**src/rtl/axi_dma_desc_arb_pkg.sv**
```systemverilog
// -----------------------------------------------------------------------------
// axi_dma_desc_arb_pkg
// Shared helpers for the descriptor arbiter and its per-channel FIFO.
//   clog2_min1 : ceiling log2 that never returns less than 1, so that derived
//                pointer/counter widths stay legal for tiny parameter values.
// The descriptor entry layout depends on the arbiter's width parameters, so
// its struct typedef is declared inside axi_dma_desc_arb, next to those
// parameters.
// -----------------------------------------------------------------------------
package axi_dma_desc_arb_pkg;

  function automatic int clog2_min1(input int value);
    int r;
    r = 0;
    while ((1 << r) < value) r++;
    return (r < 1) ? 1 : r;
  endfunction

endpackage

```
**src/rtl/axi_dma_desc_fifo.sv**
```systemverilog
// -----------------------------------------------------------------------------
// axi_dma_desc_fifo
// Single-clock descriptor FIFO with registered full/empty flags.
// The head entry is read combinationally (distributed-RAM style), so the
// arbiter can load its output slot in the same cycle it pops the entry.
// Ports:
//   clk, rst_n        clock, asynchronous active-low reset
//   i_push, i_data    write request and entry (ignored while full)
//   i_pop             read request (ignored while empty)
//   o_data            current head entry
//   o_full, o_empty   registered status flags
// -----------------------------------------------------------------------------
module axi_dma_desc_fifo
  import axi_dma_desc_arb_pkg::*;
#(
  parameter int WIDTH = 8,
  parameter int DEPTH = 4
) (
  input  logic             clk,
  input  logic             rst_n,
  input  logic             i_push,
  input  logic [WIDTH-1:0] i_data,
  input  logic             i_pop,
  output logic [WIDTH-1:0] o_data,
  output logic             o_full,
  output logic             o_empty
);

  localparam int PTR_W = clog2_min1(DEPTH);

  logic [WIDTH-1:0] r_mem [DEPTH];
  logic [PTR_W-1:0] r_wr_ptr;
  logic [PTR_W-1:0] r_rd_ptr;
  logic [PTR_W:0]   r_count;
  logic [PTR_W:0]   w_count_next;
  logic             r_full;
  logic             r_empty;
  logic             w_do_push;
  logic             w_do_pop;

  assign w_do_push = i_push & ~r_full;
  assign w_do_pop  = i_pop & ~r_empty;

  always_comb begin
    w_count_next = r_count;
    if (w_do_push && !w_do_pop)      w_count_next = r_count + (PTR_W+1)'(1);
    else if (w_do_pop && !w_do_push) w_count_next = r_count - (PTR_W+1)'(1);
  end

  // Storage has no reset so it can map onto RAM primitives.
  always_ff @(posedge clk) begin
    if (w_do_push) r_mem[r_wr_ptr] <= i_data;
  end

  // DEPTH is a power of two, so the pointers wrap naturally.
  always_ff @(posedge clk or negedge rst_n) begin
    if (!rst_n) begin
      r_wr_ptr <= '0;
      r_rd_ptr <= '0;
      r_count  <= '0;
      r_full   <= 1'b0;
      r_empty  <= 1'b1;
    end else begin
      if (w_do_push) r_wr_ptr <= r_wr_ptr + PTR_W'(1);
      if (w_do_pop)  r_rd_ptr <= r_rd_ptr + PTR_W'(1);
      r_count <= w_count_next;
      r_full  <= (w_count_next == (PTR_W+1)'(DEPTH));
      r_empty <= (w_count_next == '0);
    end
  end

  assign o_data  = r_mem[r_rd_ptr];
  assign o_full  = r_full;
  assign o_empty = r_empty;

endmodule

```
**src/rtl/axi_dma_desc_arb.sv**
```systemverilog
// -----------------------------------------------------------------------------
// axi_dma_desc_arb
// Multi-channel descriptor arbiter in front of one DMA engine. Each source
// channel has its own FIFO; descriptors are issued round-robin into a single
// registered output slot with the channel index prepended to the tag, and
// engine completions are routed back to the originating channel. A
// per-channel outstanding counter caps how many descriptors a channel may
// have in flight.
// Optional feature: define AXI_DMA_DESC_ARB_PRIO_EN to add the ch_prio input;
// eligible high-priority channels then always win, with round-robin inside
// the winning class using one shared last-grant pointer.
// Ports:
//   clk, rst_n                       clock, asynchronous active-low reset
//   s_desc_addr/len/tag/side/valid   per-channel descriptor input, slice i = ch i
//   s_desc_ready                     per-channel FIFO not full
//   m_desc_addr/len/tag/side/valid   registered descriptor to the engine
//   m_desc_ready                     engine accept
//   s_status_tag/valid               engine completion strobe ({ch, tag})
//   m_status_tag/valid               registered per-channel completion
//   ch_enable                        channel may be arbitrated
//   ch_prio                          (optional) high-priority class
//   ch_busy                          FIFO non-empty or descriptors in flight
// -----------------------------------------------------------------------------
module axi_dma_desc_arb
  import axi_dma_desc_arb_pkg::*;
#(
  parameter int CHANNELS        = 4,
  parameter int ADDR_WIDTH      = 16,
  parameter int LEN_WIDTH       = 20,
  parameter int TAG_WIDTH       = 8,
  parameter int SIDE_WIDTH      = 1,
  parameter int FIFO_DEPTH      = 4,
  parameter int MAX_OUTSTANDING = 8,
  parameter int CH_BITS         = clog2_min1(CHANNELS),
  parameter int M_TAG_WIDTH     = TAG_WIDTH + CH_BITS
) (
  input  logic                           clk,
  input  logic                           rst_n,
  input  logic [CHANNELS*ADDR_WIDTH-1:0] s_desc_addr,
  input  logic [CHANNELS*LEN_WIDTH-1:0]  s_desc_len,
  input  logic [CHANNELS*TAG_WIDTH-1:0]  s_desc_tag,
  input  logic [CHANNELS*SIDE_WIDTH-1:0] s_desc_side,
  input  logic [CHANNELS-1:0]            s_desc_valid,
  output logic [CHANNELS-1:0]            s_desc_ready,
  output logic [ADDR_WIDTH-1:0]          m_desc_addr,
  output logic [LEN_WIDTH-1:0]           m_desc_len,
  output logic [M_TAG_WIDTH-1:0]         m_desc_tag,
  output logic [SIDE_WIDTH-1:0]          m_desc_side,
  output logic                           m_desc_valid,
  input  logic                           m_desc_ready,
  input  logic [M_TAG_WIDTH-1:0]         s_status_tag,
  input  logic                           s_status_valid,
  output logic [CHANNELS*TAG_WIDTH-1:0]  m_status_tag,
  output logic [CHANNELS-1:0]            m_status_valid,
  input  logic [CHANNELS-1:0]            ch_enable,
`ifdef AXI_DMA_DESC_ARB_PRIO_EN
  input  logic [CHANNELS-1:0]            ch_prio,
`endif
  output logic [CHANNELS-1:0]            ch_busy
);

  localparam int CNT_W = clog2_min1(MAX_OUTSTANDING + 1);

  typedef struct packed {
    logic [ADDR_WIDTH-1:0] addr;
    logic [LEN_WIDTH-1:0]  len;
    logic [TAG_WIDTH-1:0]  tag;
    logic [SIDE_WIDTH-1:0] side;
  } desc_t;

  desc_t [CHANNELS-1:0]         w_fifo_in;
  desc_t [CHANNELS-1:0]         w_fifo_out;
  logic  [CHANNELS-1:0]         w_fifo_full;
  logic  [CHANNELS-1:0]         w_fifo_empty;
  logic  [CHANNELS-1:0]         w_push;
  logic  [CHANNELS-1:0]         w_pop;
  logic  [CHANNELS-1:0]         w_eligible;
  logic  [CHANNELS-1:0]         w_arb_mask;
  logic  [CHANNELS-1:0]         w_status_hit;
  logic  [CH_BITS-1:0]          w_status_ch;
  logic  [CH_BITS-1:0]          w_winner;
  logic                         w_any_grant;
  logic                         w_load;

  logic  [CNT_W-1:0]            r_outstanding [CHANNELS];
  logic  [CH_BITS-1:0]          r_last_grant;
  logic                         r_m_valid;
  desc_t                        r_slot;
  logic  [CH_BITS-1:0]          r_slot_ch;
  logic  [CHANNELS-1:0]         r_status_valid;
  logic  [CHANNELS*TAG_WIDTH-1:0] r_status_tag;

  // Channel index of a completion; values >= CHANNELS match no channel and
  // are silently dropped.
  assign w_status_ch = s_status_tag[M_TAG_WIDTH-1 -: CH_BITS];

  for (genvar gi = 0; gi < CHANNELS; gi++) begin : g_ch
    assign w_fifo_in[gi] = '{addr: s_desc_addr[gi*ADDR_WIDTH +: ADDR_WIDTH],
                             len:  s_desc_len[gi*LEN_WIDTH +: LEN_WIDTH],
                             tag:  s_desc_tag[gi*TAG_WIDTH +: TAG_WIDTH],
                             side: s_desc_side[gi*SIDE_WIDTH +: SIDE_WIDTH]};

    assign s_desc_ready[gi] = ~w_fifo_full[gi];
    assign w_push[gi]       = s_desc_valid[gi] & ~w_fifo_full[gi];
    assign w_pop[gi]        = w_load & (w_winner == CH_BITS'(gi));
    assign w_eligible[gi]   = ~w_fifo_empty[gi] & ch_enable[gi] &
                              (r_outstanding[gi] < CNT_W'(MAX_OUTSTANDING));
    assign w_status_hit[gi] = s_status_valid & (w_status_ch == CH_BITS'(gi));
    assign ch_busy[gi]      = ~w_fifo_empty[gi] | (r_outstanding[gi] != '0);

    axi_dma_desc_fifo #(
      .WIDTH ($bits(desc_t)),
      .DEPTH (FIFO_DEPTH)
    ) u_fifo (
      .clk     (clk),
      .rst_n   (rst_n),
      .i_push  (w_push[gi]),
      .i_data  (w_fifo_in[gi]),
      .i_pop   (w_pop[gi]),
      .o_data  (w_fifo_out[gi]),
      .o_full  (w_fifo_full[gi]),
      .o_empty (w_fifo_empty[gi])
    );
  end

`ifdef AXI_DMA_DESC_ARB_PRIO_EN
  // Restrict the search to the high-priority class whenever it has a candidate.
  assign w_arb_mask = ((w_eligible & ch_prio) != '0) ? (w_eligible & ch_prio) : w_eligible;
`else
  assign w_arb_mask = w_eligible;
`endif

  // Round-robin: first candidate found scanning from last_grant+1 upward.
  always_comb begin
    w_winner    = '0;
    w_any_grant = 1'b0;
    for (int off = 1; off <= CHANNELS; off++) begin
      if (!w_any_grant && w_arb_mask[CH_BITS'((int'(r_last_grant) + off) % CHANNELS)]) begin
        w_any_grant = 1'b1;
        w_winner    = CH_BITS'((int'(r_last_grant) + off) % CHANNELS);
      end
    end
  end

  assign w_load = w_any_grant & (~r_m_valid | m_desc_ready);

  // Output slot: only a load changes the data, so a stalled descriptor stays
  // stable even if its channel is disabled afterwards.
  always_ff @(posedge clk or negedge rst_n) begin
    if (!rst_n) begin
      r_m_valid    <= 1'b0;
      r_slot       <= '0;
      r_slot_ch    <= '0;
      r_last_grant <= CH_BITS'(CHANNELS - 1);
    end else if (w_load) begin
      r_m_valid    <= 1'b1;
      r_slot       <= w_fifo_out[w_winner];
      r_slot_ch    <= w_winner;
      r_last_grant <= w_winner;
    end else if (m_desc_ready) begin
      r_m_valid    <= 1'b0;
    end
  end

  // Outstanding counters and status demux. A simultaneous issue and
  // completion on one channel cancel out; a completion at zero saturates.
  always_ff @(posedge clk or negedge rst_n) begin
    if (!rst_n) begin
      for (int i = 0; i < CHANNELS; i++) r_outstanding[i] <= '0;
      r_status_valid <= '0;
      r_status_tag   <= '0;
    end else begin
      r_status_valid <= w_status_hit;
      for (int i = 0; i < CHANNELS; i++) begin
        if (w_status_hit[i]) r_status_tag[i*TAG_WIDTH +: TAG_WIDTH] <= s_status_tag[TAG_WIDTH-1:0];
        if (w_pop[i] && !w_status_hit[i])
          r_outstanding[i] <= r_outstanding[i] + CNT_W'(1);
        else if (!w_pop[i] && w_status_hit[i] && (r_outstanding[i] != '0))
          r_outstanding[i] <= r_outstanding[i] - CNT_W'(1);
      end
    end
  end

  assign m_desc_valid   = r_m_valid;
  assign m_desc_addr    = r_slot.addr;
  assign m_desc_len     = r_slot.len;
  assign m_desc_tag     = {r_slot_ch, r_slot.tag};
  assign m_desc_side    = r_slot.side;
  assign m_status_valid = r_status_valid;
  assign m_status_tag   = r_status_tag;

endmodule

```
**config.mk**
```make
export PLATFORM = sky130hd
export DESIGN_NAME = axi_dma_desc_arb
export DESIGN_NICKNAME = d
export VERILOG_FILES = /design/src/rtl/axi_dma_desc_arb_pkg.sv /design/src/rtl/axi_dma_desc_fifo.sv /design/src/rtl/axi_dma_desc_arb.sv
export SDC_FILE = /design/constraint.sdc
export NUM_CORES = 1
export LEC_CHECK = 0
export ABC_AREA = 1
export CORE_UTILIZATION = 52
export DETAILED_ROUTE_END_ITERATION = 8
export GPL_TIMING_DRIVEN = 1
export PLACE_DENSITY = 0.83
export SYNTH_ARGS = -nofsm -noshare
export SYNTH_HDL_FRONTEND = slang
export SYNTH_SLANG_ARGS = --single-unit
```
**constraint.sdc**
```tcl
create_clock -name clk -period 3.1 [get_ports clk]
set_input_delay 0.775 -clock clk [delete_from_list [all_inputs] [get_ports clk]]
set_output_delay 0.775 -clock clk [all_outputs]
set_load 0.1 [all_outputs]
```
==> results of run 1 <==
[routing by layer]
layer,vias up,track usage
met5,-,0
met4,10,0.108
met3,175,0.0506
met2,1117,0.442
met1,11600,0.334
li1,10800,-
[state kept, by name (all words and copies together), names as in the netlist, 4 cells and up]
signal                count
g_ch.u_fifo.r_rd_ptr      8
m_desc_len               20
m_status_valid            4
g_ch.u_fifo.r_mem       720
m_desc_addr              16
g_ch.u_fifo.r_count      12
m_desc_tag                8
g_ch.u_fifo.r_wr_ptr      8
g_ch.u_fifo.o_full        4
g_ch.u_fifo.o_empty       4
m_status_tag             32
r_outstanding            16
[through the flow]
stage               area, um2  hold slack, ns   util
finish                  41700           0.144  0.636
detailed placement      38800           0.477  0.591
CTS                     41700           0.138  0.635
floorplan               34500           0.479      -
global route            41700           0.182  0.636
global placement        38800           0.467  0.591
[final cells by class]
| cell class | instances | area [um2] | share of cell area |
|---|---|---|---|
| Multi-Input combinational cell | 1688 | 8450 | 0.202 |
| Antenna cell | 19 | 47.5 | 0.00114 |
| Clock inverter | 46 | 419 | 0.0100 |
| Inverter | 96 | 365 | 0.00875 |
| Clock buffer | 117 | 2450 | 0.0588 |
| Tap cell | 864 | 1080 | 0.0259 |
| Sequential cell | 858 | 25100 | 0.601 |
| Timing Repair Buffer | 398 | 3840 | 0.0921 |
[repair_timing]
| action | CTS | global route |
|---|---|---|
| setup buffers | 0 | 2 |
| setup endpoints to repair | 0 | 4 |
| gates resized for setup | 0 | 1 |
[worst max-delay path, cell delays in order, from the launching register on]
cell,delay [ns]
dfstp_2,0.62
inv_2,0.14
nand3_1,0.18
nand3_2,0.13
nand2_4,0.14
nand3_2,0.10
o21bai_4,0.17
buf_4,0.20
buf_4,0.49
nor2_1,0.13
a21oi_1,0.21
o21ai_1,0.12
a21oi_1,0.20
[placed cells by master (no fill, tap or decap), types with 5 or more instances in the layout]
cell type	n
edfxtp_1	720
nor2_1	574
o21ai_0	427
clkdlybuf4s50_1	200
o22ai_1	180
buf_4	169
nand2_1	165
dfrtp_1	128
a21oi_1	98
clkbuf_16	90
inv_1	86
o21ai_1	70
nand3_1	40
ha_1	32
buf_12	28
xor2_1	23
diode_2	19
clkbuf_1	17
nor2_4	16
clkinv_2	14
clkinv_1	13
nand2_2	10
clkbuf_8	10
inv_2	8
nand4_1	6
nand3_2	6
xnor2_1	6
bufinv_16	6
dfstp_2	6
nand3b_1	5
clkinvlp_4	5
clkinv_4	5
[worst paths after layout]
kind / start / to / slack (ns) / cells after the start
worst max-delay path: r_last_grant[0] / m_desc_addr[6] / 0.15 / 12
worst min-delay path: rst_n / r_outstanding[0] / 0.14 / 1
worst max register to register: r_last_grant[0] / m_desc_addr[6] / 0.15 / 12
worst min register to register: m_status_tag[5] / m_status_tag[5] / 0.49 / 2
max in group asynchronous: rst_n / m_desc_addr[9] / 2.27 / 2
min in group clk: m_status_tag[5] / m_status_tag[5] / 0.49 / 2
[power groups by stage]
stage	logic (uW)	clock network, uW	registers (uW)
6_report	23300	10400	16400
3_5_place_dp	23000	0	16600
4_1_cts	23200	10500	16400
3_3_place_gp	22500	0	16500
5_1_grt	25100	11000	16600
2_1_floorplan	12500	0	19200
[kinds of logic (layout without fill, tap and decap cells)]
family                     Yosys count  count (layout)  synth area share
other                                0              19                 0
adders and majority gates           36              36            0.0139
and+or+nand+nor                    841             841            0.0987
xor gates and xnor gates            29              29           0.00737
buffers and inverters              255             657            0.0312
AOI/OAI and AO/OA                  782             782             0.121
DFF                                858             858             0.728
==> reports/results.ini, run 1 <==
[detailed_routing]
wl_met3_um=7850
wl_per_cell_um=21.8
drc=0
ant_nets=0
via_count=23600
topRoutingLayerUsed=met5
wl_um=88900
drt-met1-wl_um=33400
first_pass_iters=6
viasPerCell=5.79
wl_met2_um=44600
drtIter0Drc=2920

[place]
post-dp-hpwl_um=55800
placedCellCount=3902
portBuffers=293
gp_congestion=0.906
place_ws_ns=-0.327

[sta]
report.final.slew_viol_count=0
max_freq_ghz=0.339
fin_crit_sh=0.951
period_needed_ns=2.95
finalSetupViolations=0
hold_violations=0
slew_headroom=0.381
finClkSkew_ns=0.0349
fin_tns_setup_ns=0
fin_ws_ns=0.150
worstMarginPinSlew_ns=0.929

[power]
power.total_uw=50100
clkPwrFrac=0.208
power_density_nw_per_um2=1200
irDropWorstVdd_uv=1580
cellLeakagePower_uw=0.0150
switchingPower_uw=21900
comb_power_share=0.465
pwr-share-seq=0.327
sw_frac_of_total=0.438
power.internal_uw=28200

[clocking]
cts.path.max_buffers=3
cts_sinks=858
cts_max_level=3
cts_tree=built
clk_pin_slew_ns=0.06
root_buffer=clkbuf_16
cts_buffers=87
clock_latency_ns=0.64
postCtsHoldBufs=0

[floorplanning]
initial_core_util=0.525
dieArea_um2=67300
io_pins=294
die-width_um=259
fp.dieH_um=259
core_um2=65600
fp-row-count=94

[finish]
drive_gt1_frac=0.124
area_growth_syn_to_layout_pct=21.1
instances_no_fill=4086
nNetsFinal=3367
nFillCells=4734

[setup_path]
cp_data_required_time_ns=3.64
start_kind=flop
arrival_ns=3.49
crit_fanout=47
crit_type=reg2reg
end_kind=flop

[synth]
ys_warn_count=0
syn_area_um2=34500
yosysTopAreaCellShare=0.627
syn_inst=2801
syn_area_per_cell_um2=12.3
synth_commonest_cells=edfxtp_1, nor2_1, o21ai_0
yosysUniqueCellTypes=37
synthFlopType=edfxtp_1
synthTopCellsByArea=edfxtp_1, dfrtp_1, nor2_1
ys_seq_area_frac=0.728
synth.most_common_cell=edfxtp_1
ys_seq_elements=858
synth_area_leader_cell=edfxtp_1
syn-num-nets=3039
ys_async_sr_fraction=0.161
synth-edff-count=720

[global_route]
grt_use_total=0.263
antenna_found_initial=17
grt_max_degree=92
globalRouteOverflowTotal=0
grt_pass1_wl_um=133000
grt_pass1_vias=22800

[worst_hold_path]
worstHoldPathType=in2async

[run]
cap_violations=0

[status]
status=completed

(Power assumes the default switching activity.)
==> run 2: changes to the inputs <==
Settings changed: CTS_BUF_LIST from default to sky130_fd_sc_hd__clkbuf_16.
==> reports/results.ini, run 2 (synthesis gave the netlist of run 1 again) <==
[sta]
worstMarginPinSlew_ns=0.945
max_freq_ghz=0.343
holdWs_ns=0.151
period_needed_ns=2.91
hold_violations=0
fin_crit_sh=0.939
fin_tns_setup_ns=0
finClkSkew_ns=0.0349
report.final.slew_viol_count=0
finalSetupViolations=0
slew_headroom=0.370

[global_route]
globalRouteOverflowTotal=0
grt_max_degree=92
antenna_found_initial=17
grt_use_total=0.262
grt_pass1_wl_um=133000
grt_pass1_vias=22800

[power]
power_density_nw_per_um2=1200
comb_power_share=0.468
irDropWorstVdd_uv=1330
power.internal_uw=27900
cellLeakagePower_uw=0.0150
sw_frac_of_total=0.440
switchingPower_uw=21900
power.total_uw=49800
clkPwrFrac=0.203
pwr-share-seq=0.329

[floorplanning]
die-width_um=259
fp.dieH_um=259
fp-row-count=94
initial_core_util=0.525
core_um2=65600
io_pins=294
dieArea_um2=67300

[finish]
final_common_cell=edfxtp_1
nFillCells=4748
largest_register_ffs=720
area_growth_syn_to_layout_pct=20.8
regMostFlops=g_ch.u_fifo.r_mem
nNetsFinal=3367
drive_gt1_frac=0.121
post-route-util=0.634
final_cell_mix=edfxtp_1, nor2_1, o21ai_0, clkdlybuf4s50_1, o22ai_1
instances_no_fill=4085

[setup_path]
end_kind=flop
cp_data_required_time_ns=3.64
cp.buffers_inverters=3
max_stage_delay_ns=0.61
ff2ff_setup_slack_ns=0.19
cp_slowest_cell=dfstp_2
reg2regPathDepth=12
crit_fanout=47
start_kind=flop
arrival_ns=3.45
crit_chain=inv_2 -> nand3_1 -> nand3_2 -> nand2_4 -> nand3_2 -> o21bai_4 -> buf_4 -> buf_4 -> nor2_1 -> a21oi_1 -> o21ai_1 -> a21oi_1
timing.rr.end=m_desc_addr[6]
cp_top_family=buffers and inverters
r2r-start=r_last_grant[0]
crit_type=reg2reg

[detailed_routing]
viasPerCell=5.79
wl_per_cell_um=21.7
ant_nets=0
drtIter0Drc=3005
via_count=23700
wl_um=88700
first_pass_iters=8
drc=0

[clocking]
cts_sinks=858
cts_buffers=87
clock_latency_ns=0.64
cts_tree=built
cts.path.max_buffers=3
root_buffer=clkbuf_16
clk_pin_slew_ns=0.06
cts_max_level=3
postCtsHoldBufs=0

[worst_hold_path]
worstHoldPathType=in2async

[place]
placedCellCount=3902
portBuffers=293
gp_congestion=0.906
post-dp-hpwl_um=55800

[run]
cap_violations=0

[status]
status=completed

run 2: cell count changes in the layout (fill, tap and decap cells not counted), sizes merged:
cell and delta:
clkbuf -27, clkinv +10, diode -1, inv +17
run 2: layout make-up:
type                    instances  area [um2]  share of cell area
inverters                      96         365             0.00877
clock inverters                73         520              0.0125
diodes                         18        45.0             0.00108
flip-flops and latches        858       25100               0.602
clock buffers                  90        2250              0.0541
repair buffers                398        3840              0.0923
multi-input cells            1688        8450               0.203
well taps                     864        1080              0.0260
run 2: worst register-to-register path, stage by stage, from the launching register on:
cell and delay [ns]:
dfstp_2 0.61, inv_2 0.14, nand3_1 0.18, nand3_2 0.13
nand2_4 0.14, nand3_2 0.10, o21bai_4 0.17, buf_4 0.19
buf_4 0.48, nor2_1 0.16, a21oi_1 0.21, o21ai_1 0.12
a21oi_1 0.20
run 2: layer usage:
metal	up-vias	part of all wire	routed length (um)	track usage
li1	10800	-	-	-
met1	11600	0.38	33300	0.333
met2	1133	0.50	44500	0.441
met3	195	0.086	7650	0.0510
met4	8	0.036	3190	0.108
met5	-	0.00076	67	0
run 2: what timing repair did:
| item | in CTS | in global routing |
|---|---|---|
| gates resized for setup | 0 | 1 |
| setup buffers | 0 | 2 |
| setup endpoints to repair | 0 | 4 |
run 2: power groups by stage:
stage	Combinational [uW]	Clock, uW	Sequential (uW)
after floorplan	12500	0	19200
final	23300	10100	16400
after global placement	22500	0	16500
after global routing	25100	10700	16600
after detailed placement	23000	0	16600
after CTS	23200	10200	16400
run 2: per-stage QoR:
step	cell area [um2]	setup WS, ns
2_1_floorplan	34500	-0.611
3_3_place_gp	38800	-0.305
3_5_place_dp	38800	-0.327
4_1_cts	41600	0.156
5_1_grt	41600	-0.00205
6_report	41600	0.188
run 2: worst max-delay path by stage:
stage                            endpoint  cells after the start                   from
4_1_cts                        ch_busy[0]                      3      r_outstanding[12]
3_5_place_dp            r_outstanding[15]                     21           ch_enable[2]
5_1_grt                  r_outstanding[3]                     20      r_outstanding[11]
2_1_floorplan  g_ch[0].u_fifo.r_mem[0][0]                      3  g_ch[0].u_fifo.o_full
6_report                   m_desc_addr[6]                     12        r_last_grant[0]
3_3_place_gp            r_outstanding[15]                     21           ch_enable[2]
